===== config.mk =====
export PLATFORM = sky130hd
export DESIGN_NAME = leaf_stream_demux_flat
export DESIGN_NICKNAME = d
export VERILOG_FILES = /design/src/rtl/leaf_pkt_pkg.sv /design/src/rtl/leaf_stream_demux_if.sv /design/src/rtl/leaf_port_fifo.sv /design/src/rtl/leaf_stream_demux.sv /design/src/flat_wrapper.sv
export SDC_FILE = /design/constraint.sdc
export NUM_CORES = 2
export LEC_CHECK = 0
export ABC_AREA = 1
export BUFFER_PORTS_ARGS = -buffer_cell sky130_fd_sc_hd__buf_2
export CORE_ASPECT_RATIO = 1.75
export CORE_MARGIN = 10
export CORE_UTILIZATION = 51
export CTS_CLUSTER_DIAMETER = 30
export DETAILED_ROUTE_END_ITERATION = 10
export GPL_TIMING_DRIVEN = 0
export PLACE_DENSITY = 0.7
export SYNTH_ARGS = -nofsm -noshare
export SYNTH_HDL_FRONTEND = slang
export SYNTH_SLANG_ARGS = --single-unit

===== constraint.sdc =====
create_clock -name clk -period 3.75 [get_ports clk]
set_input_delay 0.5625 -clock clk [delete_from_list [all_inputs] [get_ports clk]]
set_output_delay 0.5625 -clock clk [all_outputs]
set_load 0.05 [all_outputs]

===== src/rtl/leaf_pkt_pkg.sv =====
// BFT leaf packet layout and decoder shared by the leaf ingress stage.
package leaf_pkt_pkg;
  localparam int PKT_W     = 49;
  localparam int PAYLOAD_W = 32;
  localparam int VALID_BIT = 48;
  localparam int ADDR_MSB  = 47;
  localparam int ADDR_LSB  = 43;
  localparam int PORT_MSB  = 42;
  localparam int PORT_LSB  = 39;
  localparam int ADDR_W    = ADDR_MSB - ADDR_LSB + 1;
  localparam int PORT_W    = PORT_MSB - PORT_LSB + 1;

  typedef struct packed {
    logic                 vld;
    logic [ADDR_W-1:0]    addr;
    logic [PORT_W-1:0]    port;
    logic [PAYLOAD_W-1:0] data;
  } leaf_pkt_t;

  // Reserved bits [38:32] are dropped here and never reach the register.
  function automatic leaf_pkt_t decode(input logic [PKT_W-1:0] raw);
    leaf_pkt_t p;
    p.vld  = raw[VALID_BIT];
    p.addr = raw[ADDR_MSB:ADDR_LSB];
    p.port = raw[PORT_MSB:PORT_LSB];
    p.data = raw[PAYLOAD_W-1:0];
    return p;
  endfunction
endpackage


===== src/rtl/leaf_stream_demux_if.sv =====
// Per-port operator streams: head word, non-empty flag and consume strobe.
interface leaf_stream_demux_if
  import leaf_pkt_pkg::*;
#(
  parameter int NUM_PORTS = 4
);
  logic [NUM_PORTS*PAYLOAD_W-1:0] m_data;
  logic [NUM_PORTS-1:0]           m_valid;
  logic [NUM_PORTS-1:0]           m_ready;

  modport master (output m_data, output m_valid, input  m_ready);
  modport slave  (input  m_data, input  m_valid, output m_ready);
endinterface


===== src/rtl/leaf_port_fifo.sv =====
// Show-ahead FIFO; the head word is visible combinationally while non-empty
// and the last popped word is held while empty.
module leaf_port_fifo #(
  parameter int DEPTH = 16,
  parameter int W     = 32
) (
  input  logic                     clk,
  input  logic                     reset_n,
  input  logic                     wr_en,
  input  logic [W-1:0]             wr_data,
  output logic                     full,
  input  logic                     rd_en,
  output logic [W-1:0]             rd_data,
  output logic                     empty,
  output logic [$clog2(DEPTH):0]   count
);
  localparam int AW = $clog2(DEPTH);

  logic [W-1:0]  mem [DEPTH];
  logic [AW-1:0] wr_ptr, rd_ptr;
  logic [W-1:0]  last_q;
  logic          do_rd, do_wr;

  assign full  = (count == (AW+1)'(DEPTH));
  assign empty = (count == '0);
  assign do_rd = rd_en & ~empty;
  // A simultaneous pop frees the slot a full FIFO is about to receive.
  assign do_wr = wr_en & (~full | do_rd);
  assign rd_data = empty ? last_q : mem[rd_ptr];

  always_ff @(posedge clk)
    if (do_wr) mem[wr_ptr] <= wr_data;

  always_ff @(posedge clk or negedge reset_n) begin
    if (!reset_n) begin
      wr_ptr <= '0;
      rd_ptr <= '0;
      count  <= '0;
      last_q <= '0;
    end else begin
      if (do_wr) wr_ptr <= wr_ptr + 1'b1;
      if (do_rd) begin
        rd_ptr <= rd_ptr + 1'b1;
        last_q <= mem[rd_ptr];
      end
      case ({do_wr, do_rd})
        2'b10:   count <= count + 1'b1;
        2'b01:   count <= count - 1'b1;
        default: count <= count;
      endcase
    end
  end
endmodule


===== src/rtl/leaf_stream_demux.sv =====
// BFT leaf ingress: register, classify and steer payloads into per-port
// FIFOs; full-FIFO drops raise resend so the source retransmits.
module leaf_stream_demux
  import leaf_pkt_pkg::*;
#(
  parameter int NUM_PORTS  = 4,
  parameter int FIFO_DEPTH = 16,
  parameter int MY_LEAF    = 0
) (
  input  logic               clk,
  input  logic               reset_n,
  input  logic               ap_start,
  input  logic [PKT_W-1:0]   din_leaf_bft2interface,
  leaf_stream_demux_if.master m,
  output logic               resend,
  output logic               started,
  output logic [15:0]        drop_cnt
);
  localparam int CW = $clog2(FIFO_DEPTH) + 1;

  leaf_pkt_t                            in_q;
  logic [NUM_PORTS-1:0]                 sel, can_acc, wr_en, full, empty;
  logic [NUM_PORTS-1:0][PAYLOAD_W-1:0]  head;
  logic [NUM_PORTS-1:0][CW-1:0]         unused_occ;
  logic                                 unused_rsvd;
  logic                                 addr_ok, port_ok, tgt_ok, accept, drop, full_drop;

  assign unused_rsvd = ^din_leaf_bft2interface[PORT_LSB-1:PAYLOAD_W];

  // Gating at capture means nothing is counted before ap_start has been seen.
  always_ff @(posedge clk or negedge reset_n) begin
    if (!reset_n) begin
      in_q    <= '0;
      started <= 1'b0;
    end else begin
      in_q     <= decode(din_leaf_bft2interface);
      in_q.vld <= din_leaf_bft2interface[VALID_BIT] & started;
      if (ap_start) started <= 1'b1;
    end
  end

  assign addr_ok   = (in_q.addr == ADDR_W'(MY_LEAF));
  assign port_ok   = ({1'b0, in_q.port} < (PORT_W+1)'(NUM_PORTS));
  assign tgt_ok    = |(sel & can_acc);
  assign accept    = in_q.vld & addr_ok & port_ok & tgt_ok;
  assign full_drop = in_q.vld & addr_ok & port_ok & ~tgt_ok;
  assign drop      = in_q.vld & ~accept;

  for (genvar p = 0; p < NUM_PORTS; p++) begin : g_port
    assign sel[p]     = (in_q.port == PORT_W'(p));
    assign can_acc[p] = ~full[p] | (m.m_ready[p] & ~empty[p]);
    assign wr_en[p]   = accept & sel[p];

    leaf_port_fifo #(.DEPTH(FIFO_DEPTH), .W(PAYLOAD_W)) u_fifo (
      .clk     (clk),
      .reset_n (reset_n),
      .wr_en   (wr_en[p]),
      .wr_data (in_q.data),
      .full    (full[p]),
      .rd_en   (m.m_ready[p]),
      .rd_data (head[p]),
      .empty   (empty[p]),
      .count   (unused_occ[p])
    );
  end

  assign m.m_data  = head;
  assign m.m_valid = ~empty;

  always_ff @(posedge clk or negedge reset_n) begin
    if (!reset_n) begin
      resend   <= 1'b0;
      drop_cnt <= '0;
    end else begin
      resend <= full_drop;
      if (drop && drop_cnt != 16'hFFFF) drop_cnt <= drop_cnt + 16'd1;
    end
  end
endmodule

===== src/flat_wrapper.sv =====
// flat-port wrapper written by rule: the top's interface ports become plain ports
module leaf_stream_demux_flat import leaf_pkt_pkg::*;
#(
  parameter int NUM_PORTS  = 4,
  parameter int FIFO_DEPTH = 16,
  parameter int MY_LEAF    = 0
)
  (clk, reset_n, ap_start, din_leaf_bft2interface, resend, started, drop_cnt, m_m_data, m_m_valid, m_m_ready);
  leaf_stream_demux_if #(.NUM_PORTS(NUM_PORTS)) m_i ();
  input  logic clk;
  input  logic reset_n;
  input  logic ap_start;
  input  logic [PKT_W-1:0] din_leaf_bft2interface;
  output logic resend;
  output logic started;
  output logic [15:0] drop_cnt;
  output wire logic [$bits(m_i.m_data)-1:0] m_m_data;
  output wire logic [$bits(m_i.m_valid)-1:0] m_m_valid;
  input wire logic [$bits(m_i.m_ready)-1:0] m_m_ready;
  assign m_m_data = m_i.m_data;
  assign m_m_valid = m_i.m_valid;
  assign m_i.m_ready = m_m_ready;
  leaf_stream_demux #(.NUM_PORTS(NUM_PORTS), .FIFO_DEPTH(FIFO_DEPTH), .MY_LEAF(MY_LEAF)) u_core (.clk(clk), .reset_n(reset_n), .ap_start(ap_start), .din_leaf_bft2interface(din_leaf_bft2interface), .m(m_i), .resend(resend), .started(started), .drop_cnt(drop_cnt));
endmodule

# Word-level counts from Yosys, hierarchy flattened
# Memory sizes are Yosys's and may differ from the RTL's.
# Index checks and enable logic that the tools add are counted.
# word_totals
out_inout_bits	150
mem_bits_rw	2048
mem_bits_ro	0
elab_cells	123
memories	4
latch_bits	0
input_bits	56
register_bits	240
# mem_list
name	depth	width	read_ports	rd_clocked_by_memory_dff	write_ports	line_no	rtl
u_core.g_port[0].u_fifo.mem	16	32	1	0	1	leaf_port_fifo.sv:19	logic [W-1:0] mem [DEPTH];
u_core.g_port[1].u_fifo.mem	16	32	1	0	1	leaf_port_fifo.sv:19	
u_core.g_port[2].u_fifo.mem	16	32	1	0	1	leaf_port_fifo.sv:19	
u_core.g_port[3].u_fifo.mem	16	32	1	0	1	leaf_port_fifo.sv:19	
# classes
eq_ne	16
n_mux	16
div_mod_pow	0
bitwise_logic	34
add_sub_neg	17
n_shift	0
n_reduce_logical	12
magnitude_cmp	1
n_mul	0
# ops
op	count
32-bit two-way mux	4
5-bit one-hot mux with 2 select lines	4
4-bit by 1-bit adder with 4-bit output (second input constant)	8
5-bit logical NOT	5
5-bit by 1-bit adder with 5-bit output (second input constant)	4
5-bit == test (second input constant)	4
5-bit by 1-bit subtractor with 5-bit output (second input constant)	4
1-bit bitwise AND	18
16-bit by 1-bit adder with 16-bit output (second input constant)	1
16-bit != test (second input constant)	1
1-bit NOT	10
2-bit by 1-bit == test with 1-bit output (second input constant)	4
2-bit == test (second input constant)	4
4-bit by 2-bit == test with 1-bit output (second input constant)	2
1-bit two-way mux	8
2-bit nonzero test	4
4-bit bitwise AND	1
4-bit by 1-bit == test with 1-bit output (second input constant)	1
4-bit logical NOT	1
4-bit by 3-bit less-than comparator with 1-bit output (second input constant)	1
4-bit NOT	1
1-bit bitwise OR	4
4-bit OR reduction	1
1-bit logical AND	1

# Longest topological paths before layout
# depth
depth_word	11
ltp_mapped	15
mapped_depth_nobuf	15

# Modules after synthesis
# A second synthesis with hierarchy kept.
# hier_totals
hier_cells	9470
area_unflattened_um2	98166.6
# modules_own_cells
mod	area_each_um2	seq_area_each_um2	cells_per_inst	instances
leaf_port_fifo at u_core.g_port[2].u_fifo ...	23958.0	16500.8	2306	2
leaf_port_fifo at u_core.g_port[0].u_fifo ...	23915.4	16500.8	2307	2
leaf_stream_demux	2419.8	1501.4	244	1

# Least setup slack after synthesis
# Ideal clock, no wire load.
# synth_timing
path_type	reg2reg
startpoint	reg u_core.in_q[37] (netlist name)
endpoint	mem u_core.g_port[3].u_fifo.mem[0][0], enable pin
required_ns	3.329
path_buffers	1
stages_incl_launch_ff	10
t_arrival_ns	2.686
setup_time_ns	0.421
path_slack_ns	0.643
period_less_slack_ns	3.107
cell_sequence	dfrtp_1 -> or2_1 -> nor2_2 -> nand3_2 -> clkinv_4 -> o21ai_4 -> buf_8 -> nor2_8 -> nand2_4 -> nor2_1
# synth_between
elab_chain_len	8
# synth_rtl
item	line_no	rtl
start: declaration	leaf_stream_demux.sv:21	leaf_pkt_t in_q;
start signal: assignment	leaf_stream_demux.sv:36	in_q <= decode(din_leaf_bft2interface);
5-bit logical NOT	leaf_stream_demux.sv:42	assign addr_ok = (in_q.addr == ADDR_W'(MY_LEAF));
1-bit bitwise AND (3 in series)	leaf_stream_demux.sv:45	assign accept = in_q.vld & addr_ok & port_ok & tgt_ok;
1-bit bitwise AND	leaf_stream_demux.sv:52	assign wr_en[p] = accept & sel[p];
1-bit bitwise AND	leaf_port_fifo.sv:28	assign do_wr = wr_en & (~full | do_rd);
1-bit two-way mux	leaf_port_fifo.sv:32	if (do_wr) mem[wr_ptr] <= wr_data;
1-bit two-way mux (implied by the code)	leaf_port_fifo.sv:32	
end: declaration	leaf_port_fifo.sv:19	
# Every way passes these cells.

# Worst setup path in the final report
# layout_timing
startpoint	reg u_core.g_port[1].u_fifo.rd_ptr[2]
endpoint	out m_m_data[58]
# layout_between
elab_chain_len	2
# layout_rtl
item	line_no	rtl
start: declaration	leaf_port_fifo.sv:20	logic [AW-1:0] wr_ptr, rd_ptr;
start signal: assignment	leaf_port_fifo.sv:43	rd_ptr <= rd_ptr + 1'b1;
memory read 16 x 32 bit	n/a	
32-bit two-way mux	leaf_port_fifo.sv:29	assign rd_data = empty ? last_q : mem[rd_ptr];
end: declaration	flat_wrapper.sv:17	output wire logic [$bits(m_i.m_data)-1:0] m_m_data;
# Every way passes these cells.

==> flow_summary.html <==
<table>
<tr><th>Metric</th><th>Value</th></tr>
<tr><th colspan="2">Status</th></tr>
<tr><td>Outcome</td><td>finished clean</td></tr>
<tr><th colspan="2">Placed design</th></tr>
<tr><td>Number of placed cells counting well taps</td><td>10,230</td></tr>
<tr><td>Dpl cell area</td><td>0.09923 sq mm</td></tr>
<tr><td>IO Port Bufs</td><td>198</td></tr>
<tr><td>Setup Slack @ Placement</td><td>56.42 ps</td></tr>
<tr><td>Gp weighted congestion</td><td>0.8783</td></tr>
<tr><td>Detailed-placement wirelength estimate</td><td>184,900 microns</td></tr>
<tr><th colspan="2">STA</th></tr>
<tr><td>Setup-violating endpoint count in the final report</td><td>0</td></tr>
<tr><td>Worst Setup Slack, final</td><td>between 20 and 30 ps</td></tr>
<tr><td>Number of slew-limit violations in the final report</td><td>0</td></tr>
<tr><td>Unrepaired setup endpoints after global routing</td><td>yes</td></tr>
<tr><td>Worst relative slew slack</td><td>33.69%</td></tr>
<tr><td>Fmax</td><td>around 270 MHz</td></tr>
<tr><td>Part of the cycle the worst path needs</td><td>99.26%</td></tr>
<tr><td>Count of final hold-check violations</td><td>0</td></tr>
<tr><td>Transition at the pin with the smallest max-transition slack</td><td>994.6 ps</td></tr>
<tr><td>Final worst clock skew</td><td>48.49 ps</td></tr>
<tr><td>Period minus WS final</td><td>about 3700 ps</td></tr>
<tr><th colspan="2">Floorplan</th></tr>
<tr><td>Site Rows</td><td>206</td></tr>
<tr><td>Die outline height</td><td>a little under 600 microns</td></tr>
<tr><td>Top-level I/O count</td><td>approximately 210</td></tr>
<tr><td>Total die area</td><td>0.1998 sq mm</td></tr>
<tr><td>Starting density of the core</td><td>between 50% and 60%</td></tr>
<tr><td>Horizontal die dimension</td><td>342.2 microns</td></tr>
<tr><td>Placeable Area</td><td>0.1804 sq mm</td></tr>
<tr><th colspan="2">Finish</th></tr>
<tr><td>Leading cell types in the layout, fill and taps excluded</td><td>sky130_fd_sc_hd__edfxtp_1 (2,048), sky130_fd_sc_hd__nor2_1 (1,061), sky130_fd_sc_hd__nand2_1 (1,031), sky130_fd_sc_hd__o21ai_0 (985), sky130_fd_sc_hd__o211ai_1 (512)</td></tr>
<tr><td>Share of post-route cells with drive strength above 1</td><td>between 10% and 20%</td></tr>
<tr><td>Nets</td><td>8,275</td></tr>
<tr><td>Area of all placed cells without fillers</td><td>roughly 0.11 sq mm</td></tr>
<tr><td>Finished Layout Cells</td><td>10,820</td></tr>
<tr><td>Most common cell after layout, fill and taps aside</td><td>sky130_fd_sc_hd__edfxtp_1</td></tr>
<tr><td>Final Util</td><td>61.31%</td></tr>
<tr><td>Layout area overhead</td><td>19.37%</td></tr>
<tr><th colspan="2">Logic synthesis</th></tr>
<tr><td>Count of cell types in the netlist</td><td>39</td></tr>
<tr><td>Mean Syn Cell Area</td><td>12.29 sq um</td></tr>
<tr><td>Cell count after synthesis</td><td>7,540</td></tr>
<tr><td>Flops &amp; latches, synth</td><td>2,288</td></tr>
<tr><td>Post-synthesis sequential area ratio</td><td>72.85%</td></tr>
<tr><td>Post-synthesis instance area</td><td>roughly 0.09 sq mm</td></tr>
<tr><td>Post-Syn Nets</td><td>7,633</td></tr>
<tr><td>Count of yosys warnings during synthesis</td><td>0</td></tr>
<tr><th colspan="2">Worst setup path</th></tr>
<tr><td>Worst-path fanout max</td><td>10</td></tr>
<tr><td>Critical path startpoint category</td><td>register</td></tr>
<tr><td>Type of element capturing the critical path</td><td>output port</td></tr>
<tr><td>Crit path buf inv count</td><td>3</td></tr>
<tr><td>Top Family by Delay on Critical Path</td><td>buffers and inverters</td></tr>
<tr><td>CP Data Required Time</td><td>3190 ps</td></tr>
<tr><td>Worst Path Arrival</td><td>3160 ps</td></tr>
<tr><td>Crit Path Category</td><td>reg -&gt; out</td></tr>
<tr><td>Path depth of the worst reg2reg path</td><td>14</td></tr>
<tr><td>Biggest cell delay along the critical path</td><td>640 ps</td></tr>
<tr><td>CP max-delay cell</td><td>sky130_fd_sc_hd__clkdlybuf4s15_1</td></tr>
<tr><td>Endpoint of the lowest-slack register-to-register path</td><td>u_core.g_port[1].u_fifo.count[4]</td></tr>
<tr><td>Startpoint of the most critical register-to-register path</td><td>u_core.g_port[2].u_fifo.count[2]</td></tr>
<tr><td>Crit path top cell by count</td><td>sky130_fd_sc_hd__nand2_1</td></tr>
<tr><td>Ordered list of cells on the worst path</td><td>inv_1 &gt; clkdlybuf4s15_1 &gt; o211ai_1 &gt; nand3_1 &gt; nand2_1 &gt; nand2_1 &gt; nand2_1 &gt; buf_2</td></tr>
<tr><td>Flop-to-flop setup slack</td><td>200 ps</td></tr>
<tr><th colspan="2">Clock network</th></tr>
<tr><td>Insertion delay of the later-clocked pin in the worst-skew pair</td><td>840 ps</td></tr>
<tr><td>Sinks on Clock Net</td><td>2,288</td></tr>
<tr><td>Clock tree from TritonCTS</td><td>done</td></tr>
<tr><td>Inserted Clock Buffers</td><td>301</td></tr>
<tr><td>Longest Clk Path Bufs</td><td>4</td></tr>
<tr><td>Maximum level of the CTS H-tree</td><td>5</td></tr>
<tr><td>Reg clk slew, reported paths</td><td>60 ps</td></tr>
<tr><td>Clock tree root driver cell</td><td>sky130_fd_sc_hd__clkbuf_16</td></tr>
<tr><th colspan="2">Drt</th></tr>
<tr><td>Vias after detailed routing</td><td>64,380</td></tr>
<tr><td>Drt drc</td><td>0</td></tr>
<tr><td>Remaining number of nets flagged by the antenna check after routing</td><td>0</td></tr>
<tr><td>Routed via count divided by cell count</td><td>5.951</td></tr>
<tr><td>First-iteration detailed-routing DRC count</td><td>6,773</td></tr>
<tr><td>Average wire per standard cell</td><td>25.40 microns</td></tr>
<tr><td>Sum of routed wire length over all layers</td><td>274,800 microns</td></tr>
<tr><td>Router iterations before antenna repair</td><td>8</td></tr>
<tr><th colspan="2">Global routing</th></tr>
<tr><td>Met3 GRT Util</td><td>4.481%</td></tr>
<tr><td>Global-route met2 utilization</td><td>around 47%</td></tr>
<tr><td>Global-route wire length before repair</td><td>403,600 microns</td></tr>
<tr><td>Via count of the first global-routing pass</td><td>65,260</td></tr>
<tr><td>Most Crowded Layer GR</td><td>met2</td></tr>
<tr><td>Overall Global Routing Usage</td><td>26.77%</td></tr>
<tr><td>Pin count of the biggest net entering global routing</td><td>100</td></tr>
<tr><td>Overall overflow remaining after global route</td><td>0</td></tr>
<tr><td>Antenna violations before repair</td><td>5</td></tr>
<tr><td>GR met1 Demand/Resource</td><td>30.41%</td></tr>
<tr><th colspan="2">Power and ir drop</th></tr>
<tr><td>Worst voltage drop across the vdd grid</td><td>around 1200 uV</td></tr>
<tr><td>Static leakage power</td><td>40.05 nW</td></tr>
<tr><td>Power after layout</td><td>0.09498 W</td></tr>
<tr><td>Ratio of total power to cell area</td><td>roughly 860 mW/mm^2</td></tr>
<tr><th colspan="2">Worst hold path</th></tr>
<tr><td>Worst Hold Endpoint</td><td>u_core.g_port[0].u_fifo.last_q[31]</td></tr>
<tr><td>Worst min-delay path category</td><td>in -&gt; reg</td></tr>
<tr><td>Launch instance of the worst min-delay path</td><td>m_m_ready[0]</td></tr>
<tr><td>Number of cells on the worst hold path</td><td>4</td></tr>
<tr><th colspan="2">Flow run</th></tr>
<tr><td>Count of maximum capacitance violations</td><td>0</td></tr>
</table>
==> what timing repair did <==
action	in CTS	in global routing
hold buffers	44	0
setup buffers	0	2
pin swaps	2	11
endpoints found under the setup margin	128	261
gates resized for setup	182	221
hold endpoints to repair	97	0
==> cells by family after synthesis <==
family | count (synthesis) | share of synthesized area [%]
buf+inv | 810 | 3.959
simple gates | 2540 | 10.97
flops | 2288 | 72.85
xor+xnor | 58 | 0.5482
compound gates | 1807 | 11.17
fa+ha+maj | 37 | 0.4996
==> registers in the layout (all words and copies together), names as in the netlist <==
register / flops
u_core.g_port.u_fifo.last_q: 128
u_core.g_port.u_fifo.mem: 2048
u_core.drop_cnt: 16
u_core.g_port.u_fifo.rd_ptr: 16
u_core.g_port.u_fifo.count: 20
u_core.started: 1
u_core.in_q: 42
u_core.g_port.u_fifo.wr_ptr: 16
u_core.resend: 1
==> tightest hold or removal path, cell delays in order <==
cell and delay (ps):
sky130_fd_sc_hd__buf_2 100, sky130_fd_sc_hd__nand2_1 250, sky130_fd_sc_hd__nand2_1 130, sky130_fd_sc_hd__nand2_1 50
==> where the power goes <==
group          internal, W  switching [W]  total, W
clock network       0.0170         0.0118    0.0288
logic              0.00964         0.0269    0.0366
registers           0.0287       0.000900    0.0296
total               0.0553         0.0396    0.0950
==> metal layers <==
| metal | wire length (microns) | vias up | share of wire (%) |
|---|---|---|---|
| met1 | 94820 | 31580 | 34 |
| met4 | 16240 | 0 | 5.9 |
| met5 | 0 | - | 0 |
| met2 | 140600 | 3654 | 51 |
| met3 | 23150 | 884 | 8.4 |
| li1 | - | 28260 | - |
==> per-stage QoR <==
stage / hold slack [ps] / setup TNS (ps)
after floorplan: 266.9 / 0
after global placement: 461.9 / -3637510
after detailed placement: 465.4 / 0
after CTS: 252.0 / 0
after global routing: 338.2 / -90.99
final: 294.5 / 0
==> synthesized netlist by cell type, drive strengths merged <==
| library cell | n | share of area [%] |
|---|---|---|
| buf | 237 | 1.6 |
| nor3 | 2 | 0.011 |
| nand2 | 1071 | 4.4 |
| nor2 | 1142 | 4.7 |
| o21bai | 4 | 0.032 |
| edfxtp | 2048 | 66 |
| xor2 | 40 | 0.38 |
| nand3b | 2 | 0.016 |
| inv | 331 | 1.3 |
| a31oi | 4 | 0.027 |
| or2 | 2 | 0.014 |
| dfrtp | 240 | 6.5 |
| o211ai | 512 | 4.1 |
| clkinv | 1 | 0.0095 |
| a21oi | 247 | 1.3 |
| and2 | 1 | 0.0068 |
| xnor2 | 18 | 0.17 |
| o21ai | 1040 | 5.6 |
| nand3 | 293 | 1.6 |
| clkbuf | 241 | 1.0 |
| ha | 37 | 0.50 |
| nand4 | 27 | 0.20 |
==> worst max path at each step <==
stage          slack, ps                              start                            endpoint  cells past startpoint
6_report              30  u_core.g_port[1].u_fifo.rd_ptr[2]                        m_m_data[58]                      8
5_1_grt              -70  u_core.g_port[2].u_fifo.rd_ptr[0]                        m_m_data[70]                     11
4_1_cts                3  u_core.g_port[1].u_fifo.rd_ptr[0]                        m_m_data[39]                     10
3_5_place_dp          60                       m_m_ready[2]    u_core.g_port[1].u_fifo.count[4]                     15
3_3_place_gp       -3300                            reset_n  u_core.g_port[0].u_fifo.last_q[18]                      1
2_1_floorplan        640                    u_core.in_q[37]   u_core.g_port[3].u_fifo.mem[0][0]                      9
==> cell type report <==
class	count	area, sq um
diodes	4	10.01
well taps	2392	2993
inverters	332	1259
repair buffers	341	3651
multi-input cells	4442	22190
clock inverters	221	2411
plain buffers	476	2779
clock buffers	322	7766
fillers	13400	69810
flip-flops and latches	2288	67550
Power figures use the tool's default switching activity.
